===== config.mk =====
export PLATFORM = sky130hd
export DESIGN_NAME = uart_rx
export DESIGN_NICKNAME = d
export VERILOG_FILES = /design/src/rtl/uart_pkg.sv /design/src/rtl/uart_baud_tick.sv /design/src/rtl/uart_rx.sv
export SDC_FILE = /design/constraint.sdc
export NUM_CORES = 1
export LEC_CHECK = 0
export ABC_CLOCK_PERIOD_IN_PS = 5400
export CORE_ASPECT_RATIO = 0.75
export CORE_MARGIN = 4
export CORE_UTILIZATION = 50
export DETAILED_ROUTE_END_ITERATION = 6
export PLACE_DENSITY = 0.69
export SLEW_MARGIN = 20
export SYNTH_ARGS = -nofsm -noshare
export SYNTH_HDL_FRONTEND = slang
export SYNTH_HIERARCHICAL = 1
export SYNTH_SLANG_ARGS = --single-unit

===== constraint.sdc =====
create_clock -name clk -period 5.4 [get_ports clk]
set_input_delay 1.08 -clock clk [delete_from_list [all_inputs] [get_ports clk]]
set_output_delay 1.08 -clock clk [all_outputs]
set_load 0.01 [all_outputs]

===== src/rtl/uart_pkg.sv =====
// Shared UART definitions: FSM state encoding and oversampling constants.
// Used by uart_rx and by the planned uart_tx.
package uart_pkg;

  localparam int OVERSAMPLE = 16;
  localparam logic [3:0] MID_TICK = 4'd7;
  localparam logic [3:0] LAST_TICK = 4'(OVERSAMPLE - 1);

  typedef enum logic [2:0] {
    IDLE,
    START,
    DATA,
    PARITY,
    STOP,
    WAIT_IDLE
  } uart_state_e;

endpackage


===== src/rtl/uart_baud_tick.sv =====
// Sample-tick divider: one-cycle tick every DIV clocks, phase reset by clr_i.
module uart_baud_tick #(
  parameter int DIV = 651
) (
  input  logic clk,
  input  logic rst,
  input  logic clr_i,
  output logic tick_o
);

  localparam int W = (DIV > 1) ? $clog2(DIV) : 1;
  localparam logic [W-1:0] LAST = W'(DIV - 1);

  logic [W-1:0] cnt_q;

  assign tick_o = (cnt_q == LAST);

  always_ff @(posedge clk or posedge rst) begin
    if (rst) begin
      cnt_q <= '0;
    end else if (clr_i || tick_o) begin
      cnt_q <= '0;
    end else begin
      cnt_q <= cnt_q + 1'b1;
    end
  end

endmodule


===== src/rtl/uart_rx.sv =====
// 8N1 UART receiver with 16x oversampling, byte output plus valid strobe.
// Define UART_RX_PARITY_EN to add an even-parity bit and the parity_err port.
module uart_rx
  import uart_pkg::*;
#(
  parameter int CLK_FREQ = 100_000_000,
  parameter int BAUD     = 9600
) (
  input  logic       clk,
  input  logic       rst,
  input  logic       rx,
  output logic [7:0] data,
  output logic       en,
  output logic       frame_err,
`ifdef UART_RX_PARITY_EN
  output logic       parity_err,
`endif
  output logic       busy
);

  localparam int DIV = CLK_FREQ / (BAUD * OVERSAMPLE);

  logic        rx_meta_q, rx_s_q, rx_prev_q;
  logic [1:0]  flush_q;
  logic        armed_q;
  uart_state_e state_q;
  logic [3:0]  tick_cnt_q;
  logic [2:0]  bit_idx_q;
  logic [7:0]  shift_q;
  logic [7:0]  data_q;
  logic        en_q, frame_err_q, busy_q;
  logic        tick, start_edge, par_ok;

`ifdef UART_RX_PARITY_EN
  logic par_bad_q, par_err_q;
  assign par_ok = ~par_bad_q;
  assign parity_err = par_err_q;
`else
  assign par_ok = 1'b1;
`endif

  // armed_q ignores the reset value of the synchroniser, so a frame
  // already on the wire at reset release cannot fake a start edge.
  always_ff @(posedge clk or posedge rst) begin
    if (rst) begin
      rx_meta_q <= 1'b1;
      rx_s_q    <= 1'b1;
      rx_prev_q <= 1'b1;
      flush_q   <= 2'b00;
      armed_q   <= 1'b0;
    end else begin
      rx_meta_q <= rx;
      rx_s_q    <= rx_meta_q;
      rx_prev_q <= rx_s_q;
      flush_q   <= {flush_q[0], 1'b1};
      armed_q   <= armed_q | (flush_q[1] & rx_s_q);
    end
  end

  assign start_edge = (state_q == IDLE) & armed_q
                    & rx_prev_q & ~rx_s_q;

  uart_baud_tick #(.DIV(DIV)) u_tick (
    .clk    (clk),
    .rst    (rst),
    .clr_i  (start_edge),
    .tick_o (tick)
  );

  always_ff @(posedge clk or posedge rst) begin
    if (rst) begin
      state_q     <= IDLE;
      tick_cnt_q  <= 4'd0;
      bit_idx_q   <= 3'd0;
      shift_q     <= 8'h00;
      data_q      <= 8'h00;
      en_q        <= 1'b0;
      frame_err_q <= 1'b0;
      busy_q      <= 1'b0;
`ifdef UART_RX_PARITY_EN
      par_bad_q   <= 1'b0;
      par_err_q   <= 1'b0;
`endif
    end else begin
      en_q        <= 1'b0;
      frame_err_q <= 1'b0;
`ifdef UART_RX_PARITY_EN
      par_err_q   <= 1'b0;
`endif
      if (tick) tick_cnt_q <= tick_cnt_q + 1'b1;
      unique case (state_q)
        IDLE: begin
          if (start_edge) begin
            tick_cnt_q <= 4'd0;
            bit_idx_q  <= 3'd0;
            busy_q     <= 1'b1;
            state_q    <= START;
          end
        end
        START: begin
          if (tick && tick_cnt_q == MID_TICK) begin
            if (!rx_s_q) begin
              tick_cnt_q <= 4'd0;
              bit_idx_q  <= 3'd0;
              state_q    <= DATA;
            end else begin
              busy_q  <= 1'b0;
              state_q <= IDLE;
            end
          end
        end
        DATA: begin
          if (tick && tick_cnt_q == LAST_TICK) begin
            shift_q <= {rx_s_q, shift_q[7:1]};
            if (bit_idx_q == 3'd7) begin
`ifdef UART_RX_PARITY_EN
              state_q <= PARITY;
`else
              state_q <= STOP;
`endif
            end else begin
              bit_idx_q <= bit_idx_q + 1'b1;
            end
          end
        end
`ifdef UART_RX_PARITY_EN
        PARITY: begin
          if (tick && tick_cnt_q == LAST_TICK) begin
            par_bad_q <= ^{shift_q, rx_s_q};
            state_q   <= STOP;
          end
        end
`endif
        STOP: begin
          if (tick && tick_cnt_q == LAST_TICK) begin
`ifdef UART_RX_PARITY_EN
            par_err_q <= par_bad_q;
`endif
            if (rx_s_q) begin
              if (par_ok) begin
                data_q <= shift_q;
                en_q   <= 1'b1;
              end
              busy_q  <= 1'b0;
              state_q <= IDLE;
            end else begin
              frame_err_q <= 1'b1;
              state_q     <= WAIT_IDLE;
            end
          end
        end
        WAIT_IDLE: begin
          if (rx_s_q) begin
            busy_q  <= 1'b0;
            state_q <= IDLE;
          end
        end
        default: begin
          busy_q  <= 1'b0;
          state_q <= IDLE;
        end
      endcase
    end
  end

  assign data      = data_q;
  assign en        = en_q;
  assign frame_err = frame_err_q;
  assign busy      = busy_q;

endmodule


==> run metrics, run 1 <==
status=finished, final reports clean; post-synthesis adder-cell area fraction=between 3 and 4%; Crit path largest cell delay=approximately 0.6 ns; Tmin final=~3.0 ns; Residual DRC=0; Mapped Area=approximately 2000 um2; Synth Instances=roughly 170; Vias=1273; GP Congestion=0.801; die area=a little over 5000 um2; H-tree depth=2; CP top delay family=simple AND/OR/NAND/NOR gates; All-Layer GR Usage=between 15 and 20%; Synthesized Nets=roughly 170; RSZ-0062 raised after global routing=false; largest net degree at the start of global routing=36; Area contributors post-synth=dfrtp_1 51%, mux2_2 9.4%, dfstp_2 3.9%; io pins=14; Routed WL=about 3400 um; hold violation count in the final report=0; total CTS buffers=5; placed cell areas=~2200 um2; Final Util=between 60% and 70%; CTS tree=yes; vias per cell=5.49; PwrDens=around 310 nW/um2; combinational family with the most area after synthesis=simple AND/OR/NAND/NOR gates; vias in the first global route=1298; worst path required time=about 5.6 ns; crit-path max FO=9; Max Slew Vio Count=0; CP cell instances=or3b_4 > nor3_1 > nand4_1 > nor2_1 > and4_1 > mux2_2; final worst slack=around 2.4 ns; f_max=332 MHz; Synth Area in XOR/XNOR=around 2.6%; # nets final=roughly 190; register area share after synthesis=between 50 and 60%; post-synthesis mux area share=9.85%; starting density of the core=53.8%; LEAKAGE=~1.0 nW; Syn Area/Cell=12.4 um2; Post-synth EDFFs=0; Routed Antenna Nets=0; hpwl dp=around 2500 um; setup_tns=0 ns; CP Capture Type=register; Hold-fix buffers, CTS=0; DR WL/cell=about 15 um; initial antenna violation count=0; worst slew pin tran=between 0.7 and 0.8 ns; Sink Count=between 40 and 50; Die Y=roughly 63 um; Slew headroom=between 40% and 50%; Buf+Inv Stages, Crit Path=0; worst skew pair latency=about 0.3 ns; site row count=19; Synth Area in Simple Gates=between 10 and 15%; global-route wire length before repair=around 6100 um; CTS root buffer=clkbuf_8; Worst-path clk slew=approximately 0.080 ns; Iter 0 DRT Violations=54; core area=between 3000 and 4000 um2; Ys Warns=6; DRT Pass-1 Iters=4; postcts setup bufs=0; dpl ws=~2.4 ns; Yosys top cell by area=dfrtp_1; Worst path slowest cell=nor3_1; Final setup viols=0; synth cell count leaders=42 x dfrtp_1, 17 x mux2_2, 11 x nor2_1, 11 x o21ai_0; fin area=between 2000 and 2500 um2; post-synthesis compound-gate area fraction=between 10% and 20%; async set-reset flop share out of synthesis=100%; Worst Hold Class=register to register; Gates resized, CTS repair=0; Synth Flop Type=dfrtp_1; Die X=between 80 and 90 um; part of the cycle the worst path needs=between 50% and 60%; Setup CP Type=register to register; share of layout cells above drive strength 1=between 20% and 30%; Synth cell types=44; skew final=0.00683 ns; cell with the most instances after synthesis=dfrtp_1; Setup crit start kind=register; MaxCap Viol Count=0; flops & latches, synth=45; port bufs=13; top-area cell type share of the netlist area=51.4%; IR drop worst, VDD=roughly 0.16 mV; # diodes=0; CTS Buffer Depth=2; Worst Path Arrival=approximately 3.2 ns; total global routing overflow=0; area grow syn2layout=12.2%
-- power by group --
group | switching [mW] | leakage [nW] | total [mW] | internal [mW]
sequential | 0.0403 | 0.586 | 0.406 | 0.366
clock | 0.114 | 0.0414 | 0.206 | 0.0920
combinational | 0.0480 | 0.378 | 0.0915 | 0.0435
-- cells by family (layout without fill, tap and decap cells) --
kind of cell	Yosys count	after routing
AOI/OAI and AO/OA	29	29
xor gates and xnor gates	6	6
adders and majority gates	5	5
buffers and inverters	15	30
DFF	45	45
muxes	18	18
other	1	1
and+or+nand+nor	46	46
-- per-stage QoR --
stage               total power [mW]  cells  hold WS, ns
finish                         0.704    232        0.363
global route                   0.741    232        0.373
CTS                            0.714    232        0.364
detailed placement             0.503    224        0.352
global placement               0.497    224        0.337
floorplan                      0.482    165        0.331
-- state kept, by name (all words and copies together) (netlist names), 2 cells and up --
register,flops
bit_idx_q,3
shift_q,8
data,8
u_tick/cnt_q,10
flush_q,2
state_q,3
tick_cnt_q,4
-- routing by layer --
layer | wire length (um) | part of all wire (%) | GRT usage, %
met4 | 72 | 2.1 | 6.85
met2 | 1520 | 44 | 21.6
met1 | 1710 | 50 | 22.3
met5 | 0 | 0 | 0
met3 | 113 | 3.3 | 4.27
-- worst paths after layout --
check / to / depth (start not counted) / slack [ns] / from
worst max register to register: data[2] / 6 / 2.39 / u_tick/cnt_q[2]
max in group asynchronous: rx_prev_q / 3 / 3.87 / rst
min in group asynchronous: u_tick/cnt_q[0] / 2 / 1.09 / rst
worst min-delay path: rx_s_q / 0 / 0.36 / rx_meta_q
worst min register to register: rx_s_q / 0 / 0.36 / rx_meta_q
worst max-delay path: data[2] / 6 / 2.39 / u_tick/cnt_q[2]
-- placed cells by master, fill, tap and decap left out, drive strengths merged, types with 3 or more instances in the layout --
cell type / instances
dfstp: 3
o31ai: 3
or3: 5
xor2: 4
nand3: 5
o21ai: 11
mux2: 17
nand2: 5
a21oi: 8
dfrtp: 42
ha: 5
nor2: 11
nand4: 5
inv: 8
clkdlybuf4s50: 13
clkbuf: 6
-- worst reg2reg max path, cell delays in order, from the launching register on --
cell and delay, ns:
dfrtp_1 0.46, or3b_4 0.42, nor3_1 0.60, nand4_1 0.30, nor2_1 0.26, and4_1 0.46, mux2_2 0.39
-- final cells by class --
class,count,area [um2]
Tap cell,52,65.1
Timing Repair Buffer,14,138
Multi-Input combinational cell,105,842
Sequential cell,45,1130
Inverter,8,30.0
Clock inverter,2,16.3
Fill cell,315,1510
Clock buffer,6,72.6
No activity file was read; power rests on OpenSTA's default activity.
==> run 2: changes to the inputs <==
--- a/config.mk
+++ b/config.mk
@@ -5,12 +5,12 @@
 export SDC_FILE = /design/constraint.sdc
 export NUM_CORES = 1
 export LEC_CHECK = 0
-export ABC_CLOCK_PERIOD_IN_PS = 5400
+export ABC_CLOCK_PERIOD_IN_PS = 2500
 export CORE_ASPECT_RATIO = 0.75
 export CORE_MARGIN = 4
 export CORE_UTILIZATION = 50
 export DETAILED_ROUTE_END_ITERATION = 6
-export PLACE_DENSITY = 0.69
+export PLACE_DENSITY = 0.72
 export SLEW_MARGIN = 20
 export SYNTH_ARGS = -nofsm -noshare
 export SYNTH_HDL_FRONTEND = slang
==> constraint.sdc (replaced) <==
create_clock -name clk -period 2.5 [get_ports clk]
set_input_delay 0.5 -clock clk [delete_from_list [all_inputs] [get_ports clk]]
set_output_delay 0.5 -clock clk [all_outputs]
set_load 0.01 [all_outputs]
==> run 2 against run 1 <==
Against the previous run: clock power rose to 3.2 times the previous value; combinational power grew to 2.9 times the previous value; final area is 4.0% higher; global-route usage increased by 1.1 points; worst hold slack worse by 0.0091 ns; sequential cell count is the same; fmax rose by 28%; final cell count up 2.2%; first-iteration DRC count fell by 7.4%; register-to-register slack worse by 2.2 ns; utilization up 2.4 points; clock-buffer cell count shrank 1; critical path type unchanged; largest power group unchanged.
==> run metrics, run 2 (synthesis gave the netlist of run 1 again) <==
status=finished, final reports clean; Residual DRC=0; vias per cell=approximately 5.6; largest net degree at the start of global routing=36; part of the cycle the worst path needs=around 94%; Routed Antenna Nets=0; All-Layer GR Usage=16.6%; # diodes=0; core area=approximately 3800 um2; DRT Pass-1 Iters=4; site row count=19; most frequent cells in the layout=42 x dfrtp_1, 17 x mux2_2, 13 x clkdlybuf4s50_1, 11 x nor2_1, 11 x o21ai_0; DR WL/cell=between 15 and 20 um; Setup crit start kind=register; Setup CP Type=register to register; RSZ-0062 raised after global routing=false; Tot Pwr=1.78 mW; end of the critical path=tick_cnt_q[1]; LEAKAGE=between 1 and 1.5 nW; most common cell after layout, fill and taps aside=dfrtp_1; Critical R2R Capture=tick_cnt_q[1]; CP Capture Type=register; port bufs=13; Buf+Inv Stages, Crit Path=2; worst path required time=~2.7 ns; Tmin final=2.36 ns; max reg flops=10; Vias=1331; Slew headroom=65.2%; Worst-path clk slew=around 0.090 ns; largest reg by FF count=u_tick/cnt_q; Hold-fix buffers, CTS=0; global-route wire length before repair=6540 um; share of layout cells above drive strength 1=26.5%; starting density of the core=about 54%; Crit path largest cell delay=about 0.42 ns; GP Congestion=approximately 0.89; setup_tns=0 ns; H-tree depth=2; fin cells=roughly 240; Die X=a little over 80 um; Final setup viols=0; postcts setup bufs=0; Gates resized, CTS repair=0; initial antenna violation count=0; hpwl dp=2590 um; PwrDens=between 700 and 800 nW/um2; Max Slew Vio Count=0; Sink Count=45; total CTS buffers=5; Iter 0 DRT Violations=50; skew final=between 0.004 and 0.005 ns; CTS tree=yes; Worst path slowest cell=dfrtp_1; area grow syn2layout=16.7%; Die Y=roughly 63 um; CTS root buffer=clkbuf_8; CP top delay family=simple AND/OR/NAND/NOR gates; crit-path max FO=6; r2r setup slk=0.14 ns; hold violation count in the final report=0; Worst Hold Class=register to register; Cells after DPL=229; worst slew pin tran=~0.52 ns; # nets final=about 190; f_max=roughly 420 MHz; CP cell instances=inv_1 > ha_1 > nand4bb_2 > nor3_2 > buf_4 > nand3_1 > or3b_4 > a2111oi_4 > nor2_1; CTS Buffer Depth=2; worst skew pair latency=roughly 0.3 ns; Worst path depth=9; Routed WL=3730 um; worst r2r src=u_tick/cnt_q[0]; reg2reg path depth=9; total global routing overflow=0; MaxCap Viol Count=0; Worst Path Arrival=between 2 and 3 ns; IR drop worst, VDD=between 0.6 and 0.7 mV; worst setup path startpoint=u_tick/cnt_q[0]; vias in the first global route=between 1000 and 1500; io pins=14; die area=just over 5000 um2
## run 2: cell type report
cell class,instances,area (um2)
inverter,8,30.0
fill,299,1420
tap,52,65.1
timing repair buffer,19,175
multi-input combinational,105,848
clock buffer,5,68.8
clock inverter,3,68.8
sequential,45,1130
## run 2: worst register-to-register path, stage by stage, from the launching register on
cell       delay (ns)
dfrtp_1          0.42
inv_1            0.07
ha_1             0.15
nand4bb_2        0.17
nor3_2           0.23
buf_4            0.18
nand3_1          0.09
or3b_4           0.42
a2111oi_4        0.39
nor2_1           0.11
## run 2: worst min-delay path by stage
stage               slack, ns        from          to  cells after the start
global placement         0.33  flush_q[0]  flush_q[1]                      0
finish                   0.35  flush_q[0]  flush_q[1]                      0
floorplan                0.33  flush_q[0]  flush_q[1]                      0
global route             0.36   rx_meta_q      rx_s_q                      0
CTS                      0.36  flush_q[0]  flush_q[1]                      0
detailed placement       0.33  flush_q[0]  flush_q[1]                      0
## run 2: metal layers
| layer | GRT usage (%) | routed length, um | vias up |
|---|---|---|---|
| li1 | - | - | 626 |
| met1 | 22.0 | 1750 | 676 |
| met2 | 25.1 | 1800 | 24 |
| met3 | 4.42 | 116 | 5 |
| met4 | 7.47 | 59 | 0 |
| met5 | 0 | 0 | - |
## run 2: through the flow
step                      hold slack (ns)  utilization, %  setup slack [ns]  area, um2
after global placement              0.333            58.9             0.153       2240
after detailed placement            0.335            58.9            0.0597       2240
after floorplan                     0.331               -             0.249       2040
after CTS                           0.356            62.6           0.00396       2380
after global routing                0.361            62.7          0.000650       2390
final                               0.354            62.7             0.143       2390
## run 2: power by group
| group | switching (mW) | internal [mW] | leakage [nW] |
|---|---|---|---|
| clock network | 0.255 | 0.402 | 0.0687 |
| registers | 0.0661 | 0.791 | 0.586 |
| logic | 0.145 | 0.116 | 0.402 |
| total | 0.466 | 1.31 | 1.06 |
